## src/rtl/imem_fetch_ctrl_if.sv

```systemverilog
// Bus bundle between the fetch controller, the loader, the instruction memory
// and the ID-side hazard/branch logic.
interface imem_fetch_ctrl_if #(
  parameter int PC_W = 32
);
  logic            load_valid;
  logic [7:0]      load_byte;
  logic            load_done;
  logic            mem_we;
  logic [PC_W-1:0] mem_waddr;
  logic [7:0]      mem_wdata;
  logic [PC_W-1:0] mem_addr;
  logic [31:0]     mem_rdata;
  logic            stall;
  logic            branch_taken;
  logic [PC_W-1:0] branch_target;
  logic [31:0]     ifid_inst;
  logic [PC_W-1:0] ifid_pc4;
  logic            ifid_valid;
  logic            fetch_oob;
  logic            load_ovf;
  logic            running;

  modport master (
    input  load_valid, load_byte, load_done, mem_rdata,
           stall, branch_taken, branch_target,
    output mem_we, mem_waddr, mem_wdata, mem_addr,
           ifid_inst, ifid_pc4, ifid_valid, fetch_oob, load_ovf, running
  );

  modport slave (
    output load_valid, load_byte, load_done, mem_rdata,
           stall, branch_taken, branch_target,
    input  mem_we, mem_waddr, mem_wdata, mem_addr,
           ifid_inst, ifid_pc4, ifid_valid, fetch_oob, load_ovf, running
  );
endinterface

```

## src/rtl/imem_fetch_ctrl.sv

```systemverilog
// Instruction-memory sequencer: boot-time byte loader (LOAD), then PC and
// IF/ID register with stall and branch-flush (RUN).
module imem_fetch_ctrl #(
  parameter int N        = 400,
  parameter int PC_W     = 32,
  parameter int RESET_PC = 0
) (
  input  logic                clk,
  input  logic                rst_n,
  imem_fetch_ctrl_if.master   bus
);

  localparam logic [PC_W-1:0] N_L        = PC_W'(N);
  localparam logic [PC_W-1:0] LAST_WORD  = PC_W'(N - 4);
  localparam logic [PC_W-1:0] RESET_PC_L = PC_W'(RESET_PC);

  typedef enum logic {S_LOAD, S_RUN} state_e;

  state_e          state_q;
  logic [PC_W-1:0] load_ptr_q, load_ptr_d;
  logic [PC_W-1:0] pc_q, pc4_d, br_pc_d;
  logic [31:0]     ifid_inst_q;
  logic [PC_W-1:0] ifid_pc4_q;
  logic            ifid_valid_q;
  logic            load_ovf_q;
  logic            ptr_ok;
  logic            run;

  assign run        = (state_q == S_RUN);
  assign ptr_ok     = (load_ptr_q < N_L);
  assign load_ptr_d = load_ptr_q + PC_W'(1);
  assign pc4_d      = pc_q + PC_W'(4);
  assign br_pc_d    = {bus.branch_target[PC_W-1:2], 2'b00};

  // Write port is gated by rst_n so it is quiet while reset is held.
  assign bus.mem_we     = rst_n && !run && bus.load_valid && ptr_ok;
  assign bus.mem_waddr  = load_ptr_q;
  assign bus.mem_wdata  = bus.load_byte;
  assign bus.mem_addr   = run ? pc_q : '0;
  assign bus.ifid_inst  = ifid_inst_q;
  assign bus.ifid_pc4   = ifid_pc4_q;
  assign bus.ifid_valid = ifid_valid_q;
  assign bus.load_ovf   = load_ovf_q;
  assign bus.running    = run;
  assign bus.fetch_oob  = run && (pc_q > LAST_WORD);

  always_ff @(posedge clk or negedge rst_n) begin
    if (!rst_n) begin
      state_q      <= S_LOAD;
      load_ptr_q   <= '0;
      pc_q         <= RESET_PC_L;
      ifid_inst_q  <= '0;
      ifid_pc4_q   <= '0;
      ifid_valid_q <= 1'b0;
      load_ovf_q   <= 1'b0;
    end else begin
      case (state_q)
        S_LOAD: begin
          // A byte arriving with load_done is still written before switching.
          if (bus.load_valid) begin
            if (ptr_ok) load_ptr_q <= load_ptr_d;
            else        load_ovf_q <= 1'b1;
          end
          if (bus.load_done) begin
            state_q <= S_RUN;
            pc_q    <= RESET_PC_L;
          end
        end
        S_RUN: begin
          // Flush wins over stall; the flushed slot keeps its old pc4.
          if (bus.branch_taken) begin
            pc_q         <= br_pc_d;
            ifid_inst_q  <= '0;
            ifid_valid_q <= 1'b0;
          end else if (!bus.stall) begin
            pc_q         <= pc4_d;
            ifid_inst_q  <= bus.mem_rdata;
            ifid_pc4_q   <= pc4_d;
            ifid_valid_q <= 1'b1;
          end
        end
        default: state_q <= S_LOAD;
      endcase
    end
  end

endmodule

```

## src/flat_wrapper.sv

```systemverilog
// flat-port wrapper written by rule: the top's interface ports become plain ports
module imem_fetch_ctrl_flat 
#(
  parameter int N        = 400,
  parameter int PC_W     = 32,
  parameter int RESET_PC = 0
)
  (clk, rst_n, bus_load_valid, bus_load_byte, bus_load_done, bus_mem_rdata, bus_stall, bus_branch_taken, bus_branch_target, bus_mem_we, bus_mem_waddr, bus_mem_wdata, bus_mem_addr, bus_ifid_inst, bus_ifid_pc4, bus_ifid_valid, bus_fetch_oob, bus_load_ovf, bus_running);
  imem_fetch_ctrl_if #(.PC_W(PC_W)) bus_i ();
  input  logic clk;
  input  logic rst_n;
  input wire logic [$bits(bus_i.load_valid)-1:0] bus_load_valid;
  input wire logic [$bits(bus_i.load_byte)-1:0] bus_load_byte;
  input wire logic [$bits(bus_i.load_done)-1:0] bus_load_done;
  input wire logic [$bits(bus_i.mem_rdata)-1:0] bus_mem_rdata;
  input wire logic [$bits(bus_i.stall)-1:0] bus_stall;
  input wire logic [$bits(bus_i.branch_taken)-1:0] bus_branch_taken;
  input wire logic [$bits(bus_i.branch_target)-1:0] bus_branch_target;
  output wire logic [$bits(bus_i.mem_we)-1:0] bus_mem_we;
  output wire logic [$bits(bus_i.mem_waddr)-1:0] bus_mem_waddr;
  output wire logic [$bits(bus_i.mem_wdata)-1:0] bus_mem_wdata;
  output wire logic [$bits(bus_i.mem_addr)-1:0] bus_mem_addr;
  output wire logic [$bits(bus_i.ifid_inst)-1:0] bus_ifid_inst;
  output wire logic [$bits(bus_i.ifid_pc4)-1:0] bus_ifid_pc4;
  output wire logic [$bits(bus_i.ifid_valid)-1:0] bus_ifid_valid;
  output wire logic [$bits(bus_i.fetch_oob)-1:0] bus_fetch_oob;
  output wire logic [$bits(bus_i.load_ovf)-1:0] bus_load_ovf;
  output wire logic [$bits(bus_i.running)-1:0] bus_running;
  assign bus_i.load_valid = bus_load_valid;
  assign bus_i.load_byte = bus_load_byte;
  assign bus_i.load_done = bus_load_done;
  assign bus_i.mem_rdata = bus_mem_rdata;
  assign bus_i.stall = bus_stall;
  assign bus_i.branch_taken = bus_branch_taken;
  assign bus_i.branch_target = bus_branch_target;
  assign bus_mem_we = bus_i.mem_we;
  assign bus_mem_waddr = bus_i.mem_waddr;
  assign bus_mem_wdata = bus_i.mem_wdata;
  assign bus_mem_addr = bus_i.mem_addr;
  assign bus_ifid_inst = bus_i.ifid_inst;
  assign bus_ifid_pc4 = bus_i.ifid_pc4;
  assign bus_ifid_valid = bus_i.ifid_valid;
  assign bus_fetch_oob = bus_i.fetch_oob;
  assign bus_load_ovf = bus_i.load_ovf;
  assign bus_running = bus_i.running;
  imem_fetch_ctrl #(.N(N), .PC_W(PC_W), .RESET_PC(RESET_PC)) u_core (.clk(clk), .rst_n(rst_n), .bus(bus_i));
endmodule
```

## config.mk

```make
export PLATFORM = sky130hd
export DESIGN_NAME = imem_fetch_ctrl_flat
export DESIGN_NICKNAME = d
export VERILOG_FILES = /design/src/rtl/imem_fetch_ctrl_if.sv /design/src/rtl/imem_fetch_ctrl.sv /design/src/flat_wrapper.sv
export SDC_FILE = /design/constraint.sdc
export NUM_CORES = 1
export LEC_CHECK = 0
export ABC_AREA = 1
export CORE_MARGIN = 4
export CORE_UTILIZATION = 46
export DETAILED_ROUTE_END_ITERATION = 12
export HOLD_SLACK_MARGIN = 0.1
export PLACE_DENSITY = 0.93
export SLEW_MARGIN = 20
export SYNTH_ARGS = -nofsm -noshare
export SYNTH_HDL_FRONTEND = slang
export SYNTH_SLANG_ARGS = --single-unit
```

## constraint.sdc

```tcl
create_clock -name clk -period 2.2 [get_ports clk]
set_clock_uncertainty 0.2 [all_clocks]
set_input_delay 0.44 -clock clk [delete_from_list [all_inputs] [get_ports clk]]
set_output_delay 0.44 -clock clk [all_outputs]
set_load 0.05 [all_outputs]
```

# == Word level (Yosys, flattened, before mapping) ==
# Index checks and enable logic that the tools add are counted.
# totals
rom_bits,0
input_bits,78
out_inout_bits,141
mem_count,0
ram_bits,0
elab_cells,39
latchBits,0
register_bits,131
# op_classes
div,0
addsub,2
shift,0
n_reduce_logical,10
n_lt_le_gt_ge,2
mul,0
muxes,11
eq_ne,3
n_bitwise,4
# op_table
cell,count
$mux W32,6
$pmux W32 S2,1
$add A32 B1 Y32 const B,1
$add A32 B3 Y32 const B,1
$gt A32 B9 Y1 const B,1
$lt A32 B9 Y1 const B,1
$reduce_and A3 Y1,3
$logic_and A1 B1 Y1,4
$mux W1,4
$not A1 Y1,4
$reduce_and A2 Y1,2
$ne A3 B3 Y1 const B,1
$ne A2 B1 Y1 const B,1
$ne A2 B2 Y1 const B,1
$logic_not A1 Y1,1

# == Depth between registers and ports, before layout ==
# Gate-level depths: netlist of the first run.
# logic_depth
ltp_word,4
depth_mapped,10
ltp_nobuf,10

# == Least setup slack after synthesis of the first run ==
# Ideal clock, no wire load.
# synth_path
path_type,register -> output
from,"register u_core.load_ptr_q[27], in the netlist u_core.bus.mem_waddr[27]"
to,output bus_mem_we
slack_ns,-0.353
t_arrival_ns,1.913
path_buffers,0
path_stages_with_launch,7
path_cell_list,dfrtp_1 nor2_1 nor3b_1 nand3_1 nor2_1 nand2_1 nor2_1
# synth_between
elab_chain_cells,2
# synth_rtl
item,line,rtl
"start, declared",imem_fetch_ctrl.sv:20,"logic [PC_W-1:0] load_ptr_q, load_ptr_d;"
"start signal, assigned",imem_fetch_ctrl.sv:61,if (ptr_ok) load_ptr_q <= load_ptr_d;
$lt A32 B9 Y1,imem_fetch_ctrl.sv:30,assign ptr_ok = (load_ptr_q < N_L);
$logic_and A1 B1 Y1,imem_fetch_ctrl.sv:36,assign bus.mem_we = rst_n && !run && bus.load_valid && ptr_ok;
"end, declared",flat_wrapper.sv:19,output wire logic [$bits(bus_i.mem_we)-1:0] bus_mem_we;
# Every way passes these cells.

# == Final worst setup path of the first run ==
# layout_path
from,"register u_core.load_ptr_q[29], in the netlist u_core.bus.mem_waddr[29]"
to,output bus_mem_we
# Same word-level chain as after synthesis.

==> results of run 1 <==
-- layout by cell type (no fill, tap or decap), types with 6 or more instances in the layout --
master / synthesis / routed
o21ai_0: 27 / 27
nor2_4: 1 / 6
nor2_1: 111 / 100
clkbuf_16: 0 / 17
clkdlybuf4s50_1: 0 / 66
nand3_1: 46 / 43
buf_4: 16 / 94
nor2_2: 4 / 10
a22o_1: 32 / 32
buf_12: 0 / 35
dlygate4sd2_1: 0 / 44
inv_1: 71 / 68
nand2_1: 283 / 282
dfrtp_2: 0 / 20
dfrtp_1: 127 / 107
inv_2: 4 / 7
xor2_1: 10 / 10
-- timing repair --
action                                  in CTS  in global routing
endpoints found under the setup margin      46                 22
hold endpoints to repair                   127                  0
hold buffers                                 1                  0
cloned                                       0                  0
gates resized for setup                     62                 26
setup buffers                                8                 10
pin swaps                                   11                  8
-- area by class of cell --
cell class | instances | area share
inverters | 78 | 0.0312
repair buffers | 243 | 0.264
multi-input cells | 562 | 0.283
flip-flops and latches | 127 | 0.338
clock buffers | 20 | 0.0483
well taps | 176 | 0.0233
clock inverters | 12 | 0.0119
-- worst paths after layout --
kind | slack, ns | from | end | cells after the start
worst max-delay path | -0.23 | u_core.bus.mem_waddr[29]$_DFFE_PN0P_ | bus_mem_we | 8
worst min-delay path | 0.20 | u_core.bus.mem_waddr[18]$_DFFE_PN0P_ | u_core.bus.mem_waddr[18]$_DFFE_PN0P_ | 0
worst max register to register | 0.12 | u_core.pc_q[2]$_DFFE_PN0P_ | u_core.pc_q[18]$_DFFE_PN0P_ | 11
worst min register to register | 0.20 | u_core.bus.mem_waddr[18]$_DFFE_PN0P_ | u_core.bus.mem_waddr[18]$_DFFE_PN0P_ | 0
max in group asynchronous | 0.79 | rst_n | u_core.bus.mem_waddr[14]$_DFFE_PN0P_ | 3
min in group asynchronous | 0.48 | rst_n | u_core.bus.ifid_pc4[29]$_DFFE_PN0P_ | 3
-- critical path: cells and delay by family, from the launching register on --
kind	cells	cell delay, ns
and+or+nand+nor	7	0.82
DFF	1	0.42
buffers and inverters	1	0.14
-- cells by family (layout without fill, tap and decap cells) --
group | count (synthesis) | count (layout) | share of synthesized area
compound gates | 80 | 80 | 0.0863
other cells | 1 | 4 | 0.000586
flops | 127 | 127 | 0.497
xor+xnor | 13 | 13 | 0.0178
buf+inv | 142 | 353 | 0.103
fa+ha+maj | 3 | 3 | 0.00587
simple gates | 462 | 462 | 0.290
-- flip-flops by register name (all words and copies together), names as in the netlist --
name and cells:
u_core.bus.running 1, u_core.bus.mem_waddr 32, u_core.pc_q 30, u_core.bus.ifid_valid 1, u_core.bus.ifid_inst 32, u_core.bus.ifid_pc4 30
u_core.bus.load_ovf 1
-- stage by stage --
step                      total power, mW  setup TNS [ns]  hold WS [ns]  utilization
final                                7.96          -0.351         0.201        0.703
after global routing                 8.28          -0.603         0.213        0.703
after CTS                            7.94          -0.356         0.204        0.693
after detailed placement             5.23           -1.73         0.188        0.646
after global placement               5.19          -0.578         0.185        0.646
after floorplan                      4.22               0       -0.0556            -
-- where the power goes --
group / switching, mW / internal, mW / total, mW
clock: 1.05 / 1.61 / 2.67
sequential: 0.198 / 2.57 / 2.77
combinational: 1.60 / 0.913 / 2.52
total: 2.86 / 5.10 / 7.96
-- layer usage --
metal	part of all wire	GRT usage
met2	0.47	0.410
met4	0.035	0.108
met5	0	0
met1	0.40	0.336
met3	0.092	0.0686
==> results.md, run 1 <==
* Status: finished, violations left
* Failing checks: setup timing
* Antenna diodes at 0
* Area Overhead vs Synth at 47.9%
* Core Area at 0.0135 mm^2
* Max Slew Vio Count at 0
* Final period util at 1.10
* Antenna violations before repair at 0
* Yosys warning count at 0
* CP max stage delay at 0.42 ns
* Antenna Nets Post-Route at 0
* Final std cells w/o fill at 1218
* Clk sink count at 127
* Die H at 126 um
* Synthesized area at 0.00640 mm^2
* CTS tree: done
* Post-Route WL at 20.6 mm
* Worst slew margin at 0.549
* Top cells by count, synth: nand2_1 (283), dfrtp_1 (127), nor2_1 (111), inv_1 (71), nand3_1 (46)
* Area leader, netlist: dfrtp_1
* Worst Tran Pin Value at 0.676 ns
* Unique masters post-synth at 38
* Largest net degree at the start of global routing at 128
* Hold/Removal Path Class: reg -> reg
* Fin nets at 1110
* CP max FO at 3
* Cell Chain, Critical Path: nor2_1 > nand2_1 > nor2_1 > nand3_2 > nor2_4 > nand2_2 > nor2_4 > buf_12
* DP Area at 0.00869 mm^2
* Critical path endpoint category: output port
* Final Hold Fails at 0
* Final setup margin at -0.227 ns
* Initial DRC Count at 564
* Clock transition at the registers of the reported paths at 0.06 ns
* Synth top area share at 0.497
* # rows at 42
* Placed cell count at 1167
* GRT Residual Overflow at 0
* RePlAce Congestion at 0.953
* CP max stage cell: dfrtp_2
* Clk Latency, worst-skew pair at 0.42 ns
* Async set-reset flop share out of synthesis at 1.00
* Most frequent cell after synthesis: nand2_1
* DIE WIDTH at 126 um
* TritonRoute pass-1 iters at 5
* Die area at 0.0159 mm^2
* Achievable Freq at 0.412 GHz
* RSZ-0062 raised after global routing: yes
* Port Buffers at 196
* DR vias/cell at 5.23
* Wirelength per Cell at 16.9 um
* Final min period at 2.43 ns
* Avg Inst Size Synth at 7.73 um^2
* Num CTS Buffers at 17
* Total GRT Usage at 0.258
* Startpoint type of the worst setup path: register
* First-pass GRT wire length at 32.9 mm
* Post-Place Setup Slack at -0.142 ns
* Via Count at 6375
* Clock root buffer: clkbuf_16
* Area of the multi-input gates at 0.00268 mm^2
* Pwr/cell area at 841 mW/mm^2
* Cells after Synth at 828
* Starting Density at 0.476
* Register area at 0.00320 mm^2
* Largest cells by area after synthesis: dfrtp_1 (50%), nand2_1 (17%), nor2_1 (6.5%)
* Vias in the first global route at 6156
* Post-route cell area at 0.00946 mm^2
* Clock Tree Buf Depth at 2
* Layout cells sized above 1 at 0.208
* Fillers at 976
* Share of the yosys chip area belonging to registers at 0.497
* CP Data Arrival Time at 1.79 ns
* Register bit total from synthesis at 127
* I/O pin cnt at 219
* Final HPWL DP at 14.6 mm
* Final Setup Violations at 2
* Critical path class: reg -> out
* H-Tree Level Count at 4
* VDD IR max at 0.573 mV
* Residual DRC count at 0
* Worst EP required at 1.56 ns
* Number of synthesized flops with an enable pin at 0
* LEAKAGE at 4.99 nW
* Top FF cell, synth: dfrtp_1
* Max-cap violations at 0
No activity file was read; power rests on OpenSTA's default activity.
==> inputs of run 2 (changes only) <==
--- a/config.mk
+++ b/config.mk
@@ -10,7 +10,7 @@
 export CORE_UTILIZATION = 46
 export DETAILED_ROUTE_END_ITERATION = 12
 export HOLD_SLACK_MARGIN = 0.1
-export PLACE_DENSITY = 0.93
+export PLACE_DENSITY = 0.81
 export SLEW_MARGIN = 20
 export SYNTH_ARGS = -nofsm -noshare
 export SYNTH_HDL_FRONTEND = slang
==> results.md, run 2 (synthesized netlist as in run 1, its figures left out) <==
* Kind of cell adding the most delay to the critical path: simple AND/OR/NAND/NOR gates (unchanged)
* DIE WIDTH at 126 um (unchanged)
* Area Overhead vs Synth at 49.5% (was 47.9%)
* Fillers at 1034 (was 976)
* Max-cap violations at 0 (unchanged)
* Core Area at 0.0135 mm^2 (unchanged)
* Final min period at 2.42 ns (was 2.43 ns)
* Achievable Freq at 0.413 GHz (was 0.412 GHz)
* Post-Route WL at 20.4 mm (was 20.6 mm)
* Worst slew margin at 0.534 (was 0.549)
* Worst Tran Pin Value at 0.699 ns (was 0.676 ns)
* HP Start: u_core.bus.mem_waddr[10]$_DFFE_PN0P_ (was u_core.bus.mem_waddr[18]$_DFFE_PN0P_)
* Startpoint type of the worst setup path: register (unchanged)
* R2r setup slk at 0.10 ns (was 0.12 ns)
* Critical path endpoint category: output port (unchanged)
* Clock root buffer: clkbuf_16 (unchanged)
* Min Hold Slack at 0.207 ns (was 0.201 ns)
* Total GRT Usage at 0.256 (was 0.258)
* Wirelength per Cell at 16.7 um (was 16.9 um)
* LEAKAGE at 5.02 nW (was 4.99 nW)
* Post-route cell area at 0.00956 mm^2 (was 0.00946 mm^2)
* Vias in the first global route at 6186 (was 6156)
* Residual DRC count at 0 (unchanged)
* Critical path class: reg -> out (unchanged)
* Final HPWL DP at 14.4 mm (was 14.6 mm)
* Antenna diodes at 0 (unchanged)
* Final core occ at 0.711 (was 0.703)
* Clk Latency, worst-skew pair at 0.42 ns (about the same)
* # rows at 42 (unchanged)
* VDD IR max at 0.625 mV (was 0.573 mV)
* CP max stage cell: dfrtp_1 (was dfrtp_2)
* Final setup margin at -0.223 ns (was -0.227 ns)
* Commonest non-fill, non-tap cells in the layout: nand2_1 (281), dfrtp_1 (109), nor2_1 (100) (was nand2_1 (282), dfrtp_1 (107), nor2_1 (100))
* CP max stage delay at 0.41 ns (was 0.42 ns)
* Largest net degree at the start of global routing at 128 (unchanged)
* Buf+Inv Stages, Crit Path at 1 (unchanged)
* Failing checks: setup timing (unchanged)
* Post-Place Setup Slack at 0.0406 ns (was -0.142 ns)
* Antenna Nets Post-Route at 0 (unchanged)
* Port Buffers at 196 (unchanged)
* Antenna violations before repair at 0 (unchanged)
* Total power draw at 8.22 mW (was 7.96 mW)
* Hold/Removal Path Class: reg -> reg (unchanged)
* CTS tree: done (unchanged)
* Area of the multi-input gates at 0.00267 mm^2 (was 0.00268 mm^2)
* Final period util at 1.10 (about the same)
* RePlAce Congestion at 0.952 (was 0.953)
* CP Data Arrival Time at 1.78 ns (was 1.79 ns)
* GRT Residual Overflow at 0 (unchanged)
* RSZ-0062 raised after global routing: yes (unchanged)
* Setup TNS at -0.302 ns (was -0.351 ns)
* Clock Tree Buf Depth at 2 (unchanged)
* Reg2reg end: u_core.pc_q[16]$_DFFE_PN0P_ (was u_core.pc_q[18]$_DFFE_PN0P_)
* H-Tree Level Count at 4 (unchanged)
* Num CTS Buffers at 17 (unchanged)
* Worst EP required at 1.56 ns (about the same)
* Starting Density at 0.476 (unchanged)
* Die area at 0.0159 mm^2 (unchanged)
* Final Setup Violations at 2 (unchanged)
* Placed cell count at 1165 (was 1167)
* Final Hold Fails at 0 (unchanged)
* Most common cell after layout, fill and taps aside: nand2_1 (unchanged)
* DP Area at 0.00871 mm^2 (was 0.00869 mm^2)
* Crit Reg-Reg Startpoint: u_core.pc_q[2]$_DFFE_PN0P_ (unchanged)
* DR vias/cell at 5.21 (was 5.23)
* Max Slew Vio Count at 0 (unchanged)
* First-pass GRT wire length at 32.5 mm (was 32.9 mm)
* Die H at 126 um (unchanged)
* Endpoint, Worst Hold: u_core.bus.mem_waddr[10]$_DFFE_PN0P_ (was u_core.bus.mem_waddr[18]$_DFFE_PN0P_)
* Via Count at 6364 (was 6375)
* Clk sink count at 127 (unchanged)
* Register area at 0.00320 mm^2 (about the same)
* Cell Chain, Critical Path: nor2_2 > nand2_1 > nor2_2 > nand3_2 > nor2_4 > nand2_2 > nor2_4 > buf_12 (was nor2_1 > nand2_1 > nor2_1 > nand3_2 > nor2_4 > nand2_2 > nor2_4 > buf_12)
* Pwr/cell area at 859 mW/mm^2 (was 841 mW/mm^2)
* Clock transition at the registers of the reported paths at 0.06 ns (about the same)
* CP max FO at 2 (was 3)
* Hold Path Depth at 0 (unchanged)
* Layout cells sized above 1 at 0.212 (was 0.208)
* Worst Reg2Reg Path Length in Cells at 13 (was 11)
* Initial DRC Count at 519 (was 564)
* Fin nets at 1114 (was 1110)
* TritonRoute pass-1 iters at 5 (unchanged)
* Final std cells w/o fill at 1222 (was 1218)
* I/O pin cnt at 219 (unchanged)
* Status: finished, violations left (unchanged)
[run 2: timing repair]
action	4_1_cts	5_1_grt
pin swaps	15	8
hold buffers	1	0
hold endpoints to repair	127	0
buffers inserted	19	5
endpoints found under the setup margin	48	26
gates resized for setup	61	26
[run 2: where the power goes]
part | internal (mW) | total (mW) | switching [mW]
clock network | 1.83 | 2.93 | 1.10
registers | 2.57 | 2.75 | 0.184
logic | 0.923 | 2.53 | 1.61
[run 2: final cells by class]
type	count	share of cell area
Tap cell	176	0.0230
Clock buffer	18	0.0459
Clock inverter	14	0.0188
Inverter	78	0.0309
Sequential cell	127	0.335
Multi-Input combinational cell	562	0.279
Timing Repair Buffer	247	0.267
[run 2: worst reg2reg max path, stage by stage, from the launching register on]
cell and delay [ns]:
dfrtp_1 0.39, ha_2 0.21, buf_4 0.10, buf_4 0.10
nand2_1 0.10, nor2_4 0.21, nand2_2 0.10, buf_4 0.16
nor2_1 0.09, nand2_1 0.05, nand2_1 0.11, nand2_1 0.06
nand2_1 0.06, nand2_1 0.04
[run 2: worst max-delay path by stage]
stage | depth (start not counted) | to | startpoint
final | 8 | bus_mem_we | u_core.bus.mem_waddr[28]$_DFFE_PN0P_
after global routing | 8 | bus_mem_we | u_core.bus.mem_waddr[28]$_DFFE_PN0P_
after CTS | 8 | bus_mem_we | u_core.bus.mem_waddr[28]$_DFFE_PN0P_
after detailed placement | 9 | u_core.bus.ifid_pc4[9]$_DFFE_PN0P_ | bus_branch_taken
after global placement | 9 | u_core.bus.ifid_pc4[22]$_DFFE_PN0P_ | bus_branch_taken
after floorplan | 7 | bus_mem_we | u_core.bus.mem_waddr[6]$_DFFE_PN0P_
[run 2: per-layer routing]
metal  wire (um)  GRT usage
met1        8190      0.328
met2        9830      0.417
met3        1830     0.0715
met4         512     0.0909
met5           0          0
==> inputs of run 3 (changes only) <==
--- a/config.mk
+++ b/config.mk
@@ -6,7 +6,8 @@
 export NUM_CORES = 1
 export LEC_CHECK = 0
 export ABC_AREA = 1
-export CORE_MARGIN = 4
+export CAP_MARGIN = 20
+export CORE_MARGIN = 2
 export CORE_UTILIZATION = 46
 export DETAILED_ROUTE_END_ITERATION = 12
 export HOLD_SLACK_MARGIN = 0.1
==> results.md, run 3 (synthesized netlist as in run 1, its figures left out) <==
* H-Tree Level Count at 4 (unchanged)
* Clk Latency, worst-skew pair at 0.42 ns (about the same)
* Clk sink count at 127 (unchanged)
* Wirelength per Cell at 15.6 um (was 16.7 um)
* Total power draw at 8.14 mW (was 8.22 mW)
* I/O pin cnt at 219 (unchanged)
* Final Hold Fails at 0 (unchanged)
* Pwr/cell area at 856 mW/mm^2 (was 859 mW/mm^2)
* Die H at 122 um (was 126 um)
* First-pass GRT wire length at 30.6 mm (was 32.5 mm)
* CP max FO at 2 (unchanged)
* Antenna Nets Post-Route at 0 (unchanged)
* Initial DRC Count at 396 (was 519)
* Worst Reg2Reg Path Length in Cells at 12 (was 13)
* Critical path endpoint category: output port (unchanged)
* Largest net degree at the start of global routing at 128 (unchanged)
* Total GRT Usage at 0.267 (was 0.256)
* Final setup margin at -0.296 ns (was -0.223 ns)
* Clock transition at the registers of the reported paths at 0.06 ns (about the same)
* Startpoint type of the worst setup path: register (unchanged)
* Post-Place Setup Slack at -0.0948 ns (was 0.0406 ns)
* Achievable Freq at 0.401 GHz (was 0.413 GHz)
* Most common cell after layout, fill and taps aside: nand2_1 (unchanged)
* Hold/Removal Path Class: reg -> reg (unchanged)
* VDD IR max at 0.628 mV (was 0.625 mV)
* Vias in the first global route at 6155 (was 6186)
* Core Area at 0.0137 mm^2 (was 0.0135 mm^2)
* Status: finished, violations left (unchanged)
* DIE WIDTH at 122 um (was 126 um)
* GRT Residual Overflow at 0 (unchanged)
* LEAKAGE at 5.01 nW (was 5.02 nW)
* Num CTS Buffers at 17 (unchanged)
* Setup TNS at -0.384 ns (was -0.302 ns)
* Hold Path Depth at 0 (unchanged)
* Antenna violations before repair at 0 (unchanged)
* Worst slew margin at 0.514 (was 0.534)
* DR vias/cell at 5.01 (was 5.21)
* Placed cell count at 1170 (was 1165)
* Residual DRC count at 0 (unchanged)
* Final std cells w/o fill at 1225 (was 1222)
* Failing checks: setup timing (unchanged)
* Final period util at 1.13 (was 1.10)
* Max-cap violations at 0 (unchanged)
* Critical path class: reg -> out (unchanged)
* Area Overhead vs Synth at 48.8% (was 49.5%)
* Die area at 0.0149 mm^2 (was 0.0159 mm^2)
* Worst EP required at 1.56 ns (about the same)
* Clock Tree Buf Depth at 2 (unchanged)
* # rows at 43 (was 42)
* Starting Density at 0.466 (was 0.476)
* CTS tree: done (unchanged)
* Final HPWL DP at 13.5 mm (was 14.4 mm)
* Antenna diodes at 0 (unchanged)
* Final Setup Violations at 2 (unchanged)
* TritonRoute pass-1 iters at 4 (was 5)
* Layout cells sized above 1 at 0.204 (was 0.212)
* CP Data Arrival Time at 1.86 ns (was 1.78 ns)
* Via Count at 6137 (was 6364)
* Final min period at 2.50 ns (was 2.42 ns)
* Port Buffers at 196 (unchanged)
* Worst Tran Pin Value at 0.729 ns (was 0.699 ns)
* Commonest non-fill, non-tap cells in the layout: nand2_1 (282), dfrtp_1 (110), nor2_1 (103) (was nand2_1 (281), dfrtp_1 (109), nor2_1 (100))
* RePlAce Congestion at 0.894 (was 0.952)
* Post-Route WL at 19.1 mm (was 20.4 mm)
* Max Slew Vio Count at 0 (unchanged)
* Clock root buffer: clkbuf_16 (unchanged)
* RSZ-0062 raised after global routing: yes (unchanged)
* Fin nets at 1113 (was 1114)
==> run 3: cell count changes in the layout (fill, tap and decap cells not counted), moves of 2 or more <==
cell	change
buf_4	-6
clkinv_2	+2
dlygate4sd2_1	+8
inv_6	-2
inv_1	-4
inv_2	+4
nor2_2	-2
nor2_1	+3
==> run 3: metal layers <==
metal | share of wire | vias to the layer above | GRT usage
met5 | 0 | - | 0
met4 | 0.026 | 0 | 0.113
met3 | 0.074 | 39 | 0.0641
met2 | 0.49 | 243 | 0.456
met1 | 0.41 | 2862 | 0.324
li1 | - | 2993 | -
==> run 3: final cells by class <==
| class | count | area, um^2 |
|---|---|---|
| fill | 1102 | 4200 |
| sequential | 127 | 3200 |
| multi-input combinational | 562 | 2650 |
| timing repair buffer | 246 | 2540 |
| clock buffer | 17 | 425 |
| inverter | 78 | 295 |
| tap | 180 | 225 |
| clock inverter | 15 | 184 |
==> run 3: worst max-delay path, stage by stage, from the launching register on <==
cell	delay, ns
dfrtp_2	0.41
nor2_2	0.13
nand2_1	0.10
nor2_2	0.16
nand3_2	0.12
nor2_4	0.16
nand2_2	0.09
nor2_4	0.12
buf_12	0.15
==> run 3: power by group <==
group	switching [mW]	leakage (nW)	internal [mW]
Clock	1.10	0.296	1.80
Sequential	0.173	1.59	2.57
Combinational	1.59	3.13	0.912
==> run 3: timing repair <==
action                                 CTS  global route
endpoints found under the hold margin  127             0
hold buffers                             1             0
gates resized for setup                 73            14
setup endpoints to repair               54            11
pin swaps                               11             5
setup buffers                           19             3
==> run 3: worst paths after layout <==
path	startpoint	to	slack [ns]
setup reg to reg	u_core.pc_q[2]$_DFFE_PN0P_	u_core.pc_q[28]$_DFFE_PN0P_	0.17
setup / recovery	u_core.bus.mem_waddr[29]$_DFFE_PN0P_	bus_mem_we	-0.30
max in group asynchronous	rst_n	u_core.pc_q[22]$_DFFE_PN0P_	0.75
min in group asynchronous	rst_n	u_core.pc_q[28]$_DFFE_PN0P_	0.41
hold / removal	u_core.bus.mem_waddr[31]$_DFFE_PN0P_	u_core.bus.mem_waddr[31]$_DFFE_PN0P_	0.20
hold reg to reg	u_core.bus.mem_waddr[31]$_DFFE_PN0P_	u_core.bus.mem_waddr[31]$_DFFE_PN0P_	0.20
==> run 3: metrics by stage <==
step                utilization  hold WS [ns]  instance area (um^2)
detailed placement        0.636         0.190                  8720
finish                    0.694         0.201                  9520
global placement          0.636         0.185                  8720
CTS                       0.689         0.199                  9460
floorplan                     -       -0.0556                  6420
global route              0.694         0.206                  9520
